### src/rtl/uart_scope_pkg.sv
// Shared definitions for the uart_scope command path: FSM state encoding,
// default header bytes, default inter-byte timeout and frame length.
// Frame length follows the optional checksum feature (UART_CMD_CHECKSUM_EN).
package uart_scope_pkg;

    typedef logic [2:0] state_t;

    localparam state_t ST_IDLE = 3'd0;
    localparam state_t ST_HDR  = 3'd1;
    localparam state_t ST_ADDR = 3'd2;
    localparam state_t ST_DATH = 3'd3;
    localparam state_t ST_DATL = 3'd4;
    localparam state_t ST_CHK  = 3'd5;
    localparam state_t ST_OUT  = 3'd6;

    localparam logic [7:0] DEF_HDR0        = 8'h55;
    localparam logic [7:0] DEF_HDR1        = 8'hA5;
    localparam int         DEF_TIMEOUT_CYC = 500000;

`ifdef UART_CMD_CHECKSUM_EN
    localparam int FRAME_LEN = 6;
`else
    localparam int FRAME_LEN = 5;
`endif

endpackage

### src/rtl/uart_gap_timer.sv
// Saturating inter-byte gap counter. Counts while enabled, clears on every
// received byte (or when disabled), and flags expiry when the count sits at
// TIMEOUT_CYC-1 with no byte arriving in that same cycle.
module uart_gap_timer
    import uart_scope_pkg::*;
#(
    parameter int TIMEOUT_CYC = DEF_TIMEOUT_CYC
) (
    input  logic clk,
    input  logic rst,
    input  logic clear,
    input  logic enable,
    output logic expire
);

    localparam int W = $clog2(TIMEOUT_CYC);
    localparam logic [W-1:0] LAST = W'(TIMEOUT_CYC - 1);

    logic [W-1:0] cnt_d, cnt_q;

    // Next count: clear wins, idle holds zero, otherwise count up and stick at LAST.
    always_comb begin
        cnt_d = cnt_q;
        if (clear || !enable) begin
            cnt_d = '0;
        end else if (cnt_q != LAST) begin
            cnt_d = cnt_q + 1'b1;
        end
    end

    // Counter register.
    always_ff @(posedge clk or negedge rst) begin
        if (!rst) cnt_q <= '0;
        else      cnt_q <= cnt_d;
    end

    // A byte in the expiry cycle takes precedence over the timeout.
    assign expire = enable && !clear && (cnt_q == LAST);

endmodule

### src/rtl/uart_cmd_decoder.sv
// Command-frame decoder behind the UART byte receiver. Assembles
// HDR0 HDR1 ADDR DATA_H DATA_L [CHK] frames and emits one register-write
// command per good frame. Optional checksum byte: define UART_CMD_CHECKSUM_EN.
module uart_cmd_decoder
    import uart_scope_pkg::*;
#(
    parameter int         TIMEOUT_CYC = DEF_TIMEOUT_CYC,
    parameter logic [7:0] HDR0        = DEF_HDR0,
    parameter logic [7:0] HDR1        = DEF_HDR1
) (
    input  logic        clk,
    input  logic        rst,
    input  logic [7:0]  rx_byte,
    input  logic        rx_done,
    output logic        cmd_valid,
    output logic [7:0]  cmd_addr,
    output logic [15:0] cmd_data,
    output logic        frame_err,
    output logic        busy
);

    state_t      state_d, state_q;
    logic [7:0]  addr_sh_d, addr_sh_q;
    logic [7:0]  dath_sh_d, dath_sh_q;
    logic [7:0]  datl_sh_d, datl_sh_q;
    logic [7:0]  cmd_addr_d, cmd_addr_q;
    logic [15:0] cmd_data_d, cmd_data_q;
    logic        cmd_valid_d, cmd_valid_q;
    logic        frame_err_d, frame_err_q;
    logic        expire;

    assign busy = (state_q != ST_IDLE);

    uart_gap_timer #(.TIMEOUT_CYC(TIMEOUT_CYC)) u_gap_timer (
        .clk    (clk),
        .rst    (rst),
        .clear  (rx_done),
        .enable (busy),
        .expire (expire)
    );

    // Frame FSM, shadow capture and output update; outputs only move in OUT.
    always_comb begin
        state_d     = state_q;
        addr_sh_d   = addr_sh_q;
        dath_sh_d   = dath_sh_q;
        datl_sh_d   = datl_sh_q;
        cmd_addr_d  = cmd_addr_q;
        cmd_data_d  = cmd_data_q;
        cmd_valid_d = 1'b0;
        frame_err_d = 1'b0;
        case (state_q)
            ST_IDLE: if (rx_done && rx_byte == HDR0) state_d = ST_HDR;
            ST_HDR: begin
                if (rx_done) begin
                    if (rx_byte == HDR1)      state_d = ST_ADDR;
                    else if (rx_byte == HDR0) state_d = ST_HDR;
                    else                      state_d = ST_IDLE;
                end
            end
            ST_ADDR: if (rx_done) begin addr_sh_d = rx_byte; state_d = ST_DATH; end
            ST_DATH: if (rx_done) begin dath_sh_d = rx_byte; state_d = ST_DATL; end
            ST_DATL: begin
                if (rx_done) begin
                    datl_sh_d = rx_byte;
`ifdef UART_CMD_CHECKSUM_EN
                    state_d   = ST_CHK;
`else
                    state_d   = ST_OUT;
`endif
                end
            end
`ifdef UART_CMD_CHECKSUM_EN
            ST_CHK: begin
                if (rx_done) begin
                    if (rx_byte == (addr_sh_q ^ dath_sh_q ^ datl_sh_q)) begin
                        state_d = ST_OUT;
                    end else begin
                        frame_err_d = 1'b1;
                        state_d     = ST_IDLE;
                    end
                end
            end
`endif
            ST_OUT: begin
                cmd_addr_d  = addr_sh_q;
                cmd_data_d  = {dath_sh_q, datl_sh_q};
                cmd_valid_d = 1'b1;
                // A byte landing here is treated as if already back in IDLE.
                state_d     = (rx_done && rx_byte == HDR0) ? ST_HDR : ST_IDLE;
            end
            default: state_d = ST_IDLE;
        endcase
        if (expire) begin
            state_d     = ST_IDLE;
            frame_err_d = 1'b1;
            addr_sh_d   = '0;
            dath_sh_d   = '0;
            datl_sh_d   = '0;
        end
    end

    // State, shadow and output registers.
    always_ff @(posedge clk or negedge rst) begin
        if (!rst) begin
            state_q     <= ST_IDLE;
            addr_sh_q   <= '0;
            dath_sh_q   <= '0;
            datl_sh_q   <= '0;
            cmd_addr_q  <= '0;
            cmd_data_q  <= '0;
            cmd_valid_q <= 1'b0;
            frame_err_q <= 1'b0;
        end else begin
            state_q     <= state_d;
            addr_sh_q   <= addr_sh_d;
            dath_sh_q   <= dath_sh_d;
            datl_sh_q   <= datl_sh_d;
            cmd_addr_q  <= cmd_addr_d;
            cmd_data_q  <= cmd_data_d;
            cmd_valid_q <= cmd_valid_d;
            frame_err_q <= frame_err_d;
        end
    end

    assign cmd_valid = cmd_valid_q;
    assign cmd_addr  = cmd_addr_q;
    assign cmd_data  = cmd_data_q;
    assign frame_err = frame_err_q;

endmodule
### config.mk
export PLATFORM = sky130hd
export DESIGN_NAME = uart_cmd_decoder
export DESIGN_NICKNAME = d
export VERILOG_FILES = /design/src/rtl/uart_scope_pkg.sv /design/src/rtl/uart_gap_timer.sv /design/src/rtl/uart_cmd_decoder.sv
export SDC_FILE = /design/constraint.sdc
export NUM_CORES = 1
export LEC_CHECK = 0
export CORE_MARGIN = 5
export CORE_UTILIZATION = 40
export CTS_BUF_LIST = sky130_fd_sc_hd__clkbuf_8
export DETAILED_ROUTE_END_ITERATION = 8
export PLACE_DENSITY_LB_ADDON = 0.12
export SLEW_MARGIN = 0
export SYNTH_ARGS = -nofsm -noshare
export SYNTH_HDL_FRONTEND = slang
export SYNTH_HIERARCHICAL = 1
export SYNTH_SLANG_ARGS = --single-unit
export TNS_END_PERCENT = 1
### constraint.sdc
create_clock -name clk -period 2.57 [get_ports clk]
set_input_delay 0.3855 -clock clk [delete_from_list [all_inputs] [get_ports clk]]
set_output_delay 0.3855 -clock clk [all_outputs]
set_load 0.02 [all_outputs]
# ---- After elaboration in Yosys (flattened, before gate mapping)
# Index checks and enable logic that the tools add are counted.
dict set report totals {
  regBits 72
  latchBits 0
  ram_bits 0
  rom_bits 0
  input_bits 11
  output_inout_bits 27
  wordCells 62
  n_memories 0
}
dict set report op_classes {
  add_sub_neg 1
  multipliers 0
  n_div 0
  n_lt_le_gt_ge 0
  n_eq_ne 14
  n_shift 0
  n_mux 21
  bitwise 0
  reduce_logical 17
}
# op n
set op_table {}
lappend op_table {{$mux 8} 7}
lappend op_table {{$mux 19} 2}
lappend op_table {{$add 19x1->19 const B} 1}
lappend op_table {{$eq 19x19->1 const B} 1}
lappend op_table {{$ne 19x19->1 const B} 1}
lappend op_table {{$mux 3} 6}
lappend op_table {{$pmux 3 s6} 1}
lappend op_table {{$ne 3x3->1 const B} 5}
lappend op_table {{$reduce_bool 2->1} 5}
lappend op_table {{$eq 8x7->1 const B} 1}
lappend op_table {{$eq 8x8->1 const B} 1}
lappend op_table {{$eq 3x2->1 const B} 2}
lappend op_table {{$eq 3x3->1 const B} 2}
lappend op_table {{$reduce_and 2->1} 3}
lappend op_table {{$reduce_and 5->1} 1}
lappend op_table {{$mux 1} 4}
lappend op_table {{$eq 3x1->1 const B} 1}
lappend op_table {{$logic_and 1x1->1} 3}
lappend op_table {{$logic_not 3->1} 1}
lappend op_table {{$reduce_bool 3->1} 1}
lappend op_table {{$logic_not 1->1} 2}
lappend op_table {{$mux 2} 1}
lappend op_table {{$logic_or 1x1->1} 1}

# ---- Logic depth before layout (Yosys ltp)
dict set report depth {
  depth_word 6
  depth_mapped 9
  mapped_depth_nobuf 5
}

# ---- By module
# The synthesis kept the hierarchy.
# mod instances cells_per_inst area_per_inst_um2 seq_area_each_um2
set modules_own_cells {}
lappend modules_own_cells {uart_cmd_decoder 1 171 2208.4 1326.3}
lappend modules_own_cells {uart_gap_timer 1 119 1082.3 475.5}

# ---- Worst setup path before layout
# Ideal clock, no wire load.
dict set report synth_path {
  path_kind {reg2reg}
  startpoint {register state_q[1]}
  endpoint {register dath_sh_q[5]}
  setup_time_ns 0.078
  arrival_ns 2.240
  required_ns 2.492
  path_slack_ns 0.252
  stages_incl_launch_ff 10
  path_buffers 5
  period_less_slack_ns 2.318
  cell_sequence {dfrtp_1 > buf_4 > or3_1 > nand2b_1 > clkbuf_1 > clkbuf_1 > nor2_1 > buf_1 > clkbuf_1 > a21oi_1}
}
dict set report synth_via {
  elab_chain_len 5
  word_cells_on_any_way 8
  classes_between {eq/ne (1); mux (1); reduce/logical (6)}
}
# item line_no
set synth_rtl {}
lappend synth_rtl {{start, declared} uart_cmd_decoder.sv:22} ;# state_t state_d, state_q;
lappend synth_rtl {{start signal, assigned} uart_cmd_decoder.sv:115} ;# state_q <= state_d;
lappend synth_rtl {{$reduce_bool 3->1 *} uart_cmd_decoder.sv:32} ;# assign busy = (state_q != ST_IDLE);
lappend synth_rtl {{named net busy} uart_cmd_decoder.sv:19} ;# output logic busy
lappend synth_rtl {{$logic_and 1x1->1 * (2 in a row)} uart_gap_timer.sv:38} ;# assign expire = enable && !clear && (cnt_q == LAST);
lappend synth_rtl {{named net expire} uart_cmd_decoder.sv:30} ;# logic expire;
lappend synth_rtl {{$reduce_bool 2->1 (no source line)} n/a}
lappend synth_rtl {{$reduce_and 2->1 (no source line)} n/a}
lappend synth_rtl {{end signal, assigned} uart_cmd_decoder.sv:117} ;# dath_sh_q <= dath_sh_d;
lappend synth_rtl {{end, declared} uart_cmd_decoder.sv:24} ;# logic [7:0] dath_sh_d, dath_sh_q;
# Mark *: on every way through the listed nets, which the timed path passes. The rest lies on a longest branch.
# A chain may end at the register's enable or synchronous reset.

# ---- Worst setup path in the final report
dict set report layout_path {
  startpoint {register state_q[1]}
  endpoint {output busy}
}
dict set report layout_via {
  elab_chain_len 1
}
# item line_no
set layout_rtl {}
lappend layout_rtl {{$reduce_bool 3->1} uart_cmd_decoder.sv:32}
lappend layout_rtl {{end, declared} uart_cmd_decoder.sv:19}
# Every way passes these cells.

==> results by stage <==
STA:
- The share of the clock period used by the worst path is 88.7%.
- The number of hold violations in the final report is 0.
- Setup repair after global routing left no endpoint under its margin.
- Setup violations remaining at the end of the flow were counted as 0.
- After routing, the total negative slack on setup checks comes to 0 ns.
- The final max-slew violation count came to 0.
- The fmax is around 440 MHz.
- Across the routed clock network, the largest skew measured is between 0.01 and 0.015 ns.
- Headroom to the max-slew limit came out at between 50% and 60%.
- At the pin with the least slew margin, the transition time is 0.613 ns.
- The routed design could run at a clock period as short as 2.28 ns.

Routing:
- After detailed routing, the average wire length per cell comes to between 15 and 20 µm.
- The count of vias placed by the detailed router is between 2000 and 2500.
- The remaining antenna violation count is 0.
- For this block, the routed nets add up to between 6 and 7 mm of wire.
- The average vias per placed instance is 5.20.
- The number of design rule violations left after detail routing is 0.
- The first detailed-routing pass took 4 iterations.
- The detailed router finished its first iteration with 129 violations.

Place:
- At the end of routability-driven placement, the weighted congestion stood at 0.763.
- The number of buffer cells added on primary ports is 37.
- The estimated wirelength of the detail-placed design is around 4.7 mm.

Yosys:
- The cell accounting for the most synthesized area is sky130_fd_sc_hd__dfrtp_1.
- The share of synthesized area spent on multiplexers is 13.1%.
- Summing every instance area after synthesis gives 0.00329 mm².
- The post-synthesis net count is 303.
- The count of distinct cell types in the synthesized netlist is just over 50.
- The post-synthesis area per instance is roughly 11 µm².
- The share of flip-flops with an asynchronous set or reset is 100%.
- The synthesized design contains 72 register bits.
- After synthesis, the largest area contributor takes up a little over half of total cell area.
- For this run, the number of Yosys warnings is 6.
- The synthesized instance count is 290.
- For this run, the leading register cell type out of synthesis is sky130_fd_sc_hd__dfrtp_1.
- The post-synthesis compound-gate area fraction is approximately 7.1%.
- Of the total synthesized cell area, the portion taken by full adders, half adders and majority gates is less than 1%.
- Summing the areas of all xor and xnor instances in the mapped netlist gives about 1.9% of the synthesized area.
- After synthesis, the largest family of logic cells by area is simple AND/OR/NAND/NOR gates.
- The area share of and/or/nand/nor cells after synthesis is a little under a fifth.
- In this run, synthesis inferred 0 flip-flops with an integrated enable.
- After synthesis, flip-flops and latches occupy 54.8% of the total area.
- Yosys attributes the largest share of cell area to sky130_fd_sc_hd__dfrtp_1 (55%), sky130_fd_sc_hd__mux2_2 (7.9%), sky130_fd_sc_hd__mux2i_1 (4.9%).

Power and ir drop:
- For this design the ratio of total power to cell area is 548 mW/mm².
- The net switching power figure is approximately 0.00047 W.
- The part of the total power dissipated in combinational logic is 3.3%.
- The maximum vdd drop is 0.301 mV.
- The internal power contribution is approximately 0.0017 W.
- The fraction of power spent switching nets is 21.5%.
- For this design the static power due to leakage is 1.73 nW.
- The clock network fraction of design power is 44.0%.
- Registers are responsible for between 50% and 60% of the overall power.

Clock tree:
- Buffers added to address setup during post-CTS repair amount to 0.
- Clock latency on the worst-skew pair, taken at its later pin, is approximately 0.34 ns.
- The number of clock buffers inserted by TritonCTS is 9.
- The tree built by TritonCTS fans out to 72 sinks.
- After clock tree synthesis, the clock-pin slew on the worst setup and hold paths is around 0.080 ns.
- In this run, post-CTS repair resized a total of 0 instances.
- CTS placed an instance of sky130_fd_sc_hd__clkbuf_8 at the clock tree root.
- For this design, the CTS-stage hold fixing added 0 buffers.
- The clock passes through at most 2 buffers.
- The CTS tree is built.
- The number of H-tree levels is 3.

Floorplanning:
- The floorplan step defined a core boundary enclosing 0.00813 mm².
- The die covers about 0.010 mm².
- The width of the die is ~100 µm.
- The effective utilization at floorplan is roughly 40%.
- The number of placement rows is 33.
- The top-level I/O count is 38.
- The height of the die is ~100 µm.

Critical path:
- Data on the critical path is required at its endpoint by between 2 and 2.5 ns.
- In this run the worst path has a maximum fanout of 11.
- For the worst flop-to-flop path, the logic depth is 6.
- The launching point of the worst reg2reg path is u_gap_timer/cnt_q[11].
- The endpoint of the worst-slack reg-to-reg timing path is state_q[1].
- The signal on the critical path passes through or3_1 -> clkdlybuf4s50_1.
- The cell with the largest stage delay on the worst path is sky130_fd_sc_hd__clkdlybuf4s50_1.
- The kind of start point of the critical path is a flop.
- The critical path in this run is classified as flop to primary output.
- The sort of element at the end of the critical path is a primary output.
- The setup check on the worst reg-to-reg path leaves a slack of ~0.58 ns.
- The delay of the slowest critical-path stage is ~0.57 ns.
- The data arrival time of the worst path is 1.89 ns.

GRT:
- The number of global-route vias before repair is 2249.
- The first global-routing pass estimated between 10 and 15 mm of wire.
- The number of antenna violations at the first check in global routing is 0.
- In the global route stage, overall resource usage came out at ~15%.
- After global routing the overflow that remains totals 0.
- The pin count of the biggest net entering global routing is 37.

Cells and area:
- The repair_antennas step left the layout with diodes totalling 0.
- The net total in the final layout is 341.
- Registers take 0.00180 mm².
- The filler cell count in the final layout is 764.
- The area growth from synthesis to layout is 20.9%.
- The library cell used most frequently in the layout, excluding fill and tap cells, is sky130_fd_sc_hd__dfrtp_1.
- The area of the multi-input gates is about 0.0014 mm².
- The post-route netlist has ~17% of its cells at a drive strength greater than 1.
- In the layout the commonest cells are sky130_fd_sc_hd__dfrtp_1 (72), sky130_fd_sc_hd__clkdlybuf4s50_1 (36), sky130_fd_sc_hd__nor2_1 (28), sky130_fd_sc_hd__nand2_1 (25), sky130_fd_sc_hd__mux2_2 (23).
- The core occupancy in the finished layout is 48.9%.

Worst hold path:
- The path category of the worst min-delay check is primary input to async pin.

Outcome:
- The flow ran to the end, and the final reports show no timing, DRC or antenna violations.

Flow run:
- Max-cap violations in this run came to 0.
## cells by family after synthesis
| logic type | after synthesis |
|---|---|
| buffers and inverters | 22 |
| multiplexers | 40 |
| flip-flops | 72 |
| AO/OA/AOI/OAI | 37 |
| adder cells (fa/ha/maj) | 2 |
| AND/OR/NAND/NOR | 110 |
| XOR/XNOR | 7 |
## critical path, delay by kind of cell, from the launching register on
kind                   cells  cell delay (ns)
DFF                        1             0.50
and+or+nand+nor            1             0.49
buffers and inverters      1             0.57
## worst max-delay path by stage
stage,slack (ns),cells past startpoint,start,endpoint
final,0.29,2,state_q[1],busy
after global routing,0.21,2,state_q[1],busy
after CTS,0.25,2,state_q[1],busy
after detailed placement,0.54,5,rx_done,u_gap_timer/cnt_q[8]
after global placement,0.57,5,rx_done,u_gap_timer/cnt_q[8]
after floorplan,0.25,9,state_q[1],dath_sh_q[5]
## through the flow
step           hold slack [ns]  std cells  area (µm²)  setup slack, ns  power (W)
2_1_floorplan           0.0899        290        3290            0.252    0.00119
6_report               0.00821        438        3980            0.290    0.00218
3_3_place_gp             0.390        422        3760            0.567    0.00124
3_5_place_dp             0.393        422        3760            0.544    0.00124
4_1_cts                 0.0148        438        3980            0.254    0.00222
5_1_grt                 0.0271        438        3980            0.214    0.00229
## area by class of cell
class | count | area share, %
Clock inverter | 7 | 2.23
Tap cell | 105 | 3.30
Multi-Input combinational cell | 196 | 34.4
Timing Repair Buffer | 44 | 11.1
Sequential cell | 72 | 45.3
Inverter | 5 | 0.472
Clock buffer | 9 | 3.11
## power by group through the flow
stage | logic [W] | registers (W) | clock network, W
2_1_floorplan | 0.0000203 | 0.00117 | 0
3_3_place_gp | 0.0000742 | 0.00117 | 0
3_5_place_dp | 0.0000743 | 0.00117 | 0
4_1_cts | 0.0000744 | 0.00115 | 0.000996
5_1_grt | 0.0000823 | 0.00115 | 0.00106
6_report | 0.0000713 | 0.00115 | 0.000959
## synth_stat cells (2+ instances only)
master	count
sky130_fd_sc_hd__buf_6	2
sky130_fd_sc_hd__nor2b_1	2
sky130_fd_sc_hd__ha_1	2
sky130_fd_sc_hd__and4bb_2	4
sky130_fd_sc_hd__and3_1	2
sky130_fd_sc_hd__buf_2	3
sky130_fd_sc_hd__inv_1	5
sky130_fd_sc_hd__mux2i_1	16
sky130_fd_sc_hd__mux2_2	23
sky130_fd_sc_hd__nand2b_1	2
sky130_fd_sc_hd__nand3_1	6
sky130_fd_sc_hd__nand4_1	10
sky130_fd_sc_hd__a21oi_1	16
sky130_fd_sc_hd__o21ai_0	6
sky130_fd_sc_hd__nor2_1	29
sky130_fd_sc_hd__a211oi_1	2
sky130_fd_sc_hd__nor4_1	4
sky130_fd_sc_hd__nor3_1	5
sky130_fd_sc_hd__a31oi_1	4
sky130_fd_sc_hd__dfrtp_1	72
sky130_fd_sc_hd__and4_1	2
sky130_fd_sc_hd__and4b_1	2
sky130_fd_sc_hd__nor4bb_1	2
sky130_fd_sc_hd__buf_4	5
sky130_fd_sc_hd__or3_1	4
sky130_fd_sc_hd__nand2_1	25
sky130_fd_sc_hd__xnor2_1	6
sky130_fd_sc_hd__clkbuf_1	5
sky130_fd_sc_hd__or4_1	2
## per-layer routing
metal	track usage [%]	wire (µm)
met1	22.7	3370
met2	20.9	3050
met3	4.29	262
met4	4.66	55
met5	0	0
## flip-flops by register name (all words and copies together) (netlist names)
name / flops
state_q: 3
datl_sh_q: 8
cmd_data: 16
dath_sh_q: 8
cmd_addr: 8
u_gap_timer/cnt_q: 19
frame_err: 1
addr_sh_q: 8
cmd_valid: 1
No activity file was read; power rests on OpenSTA's default activity.
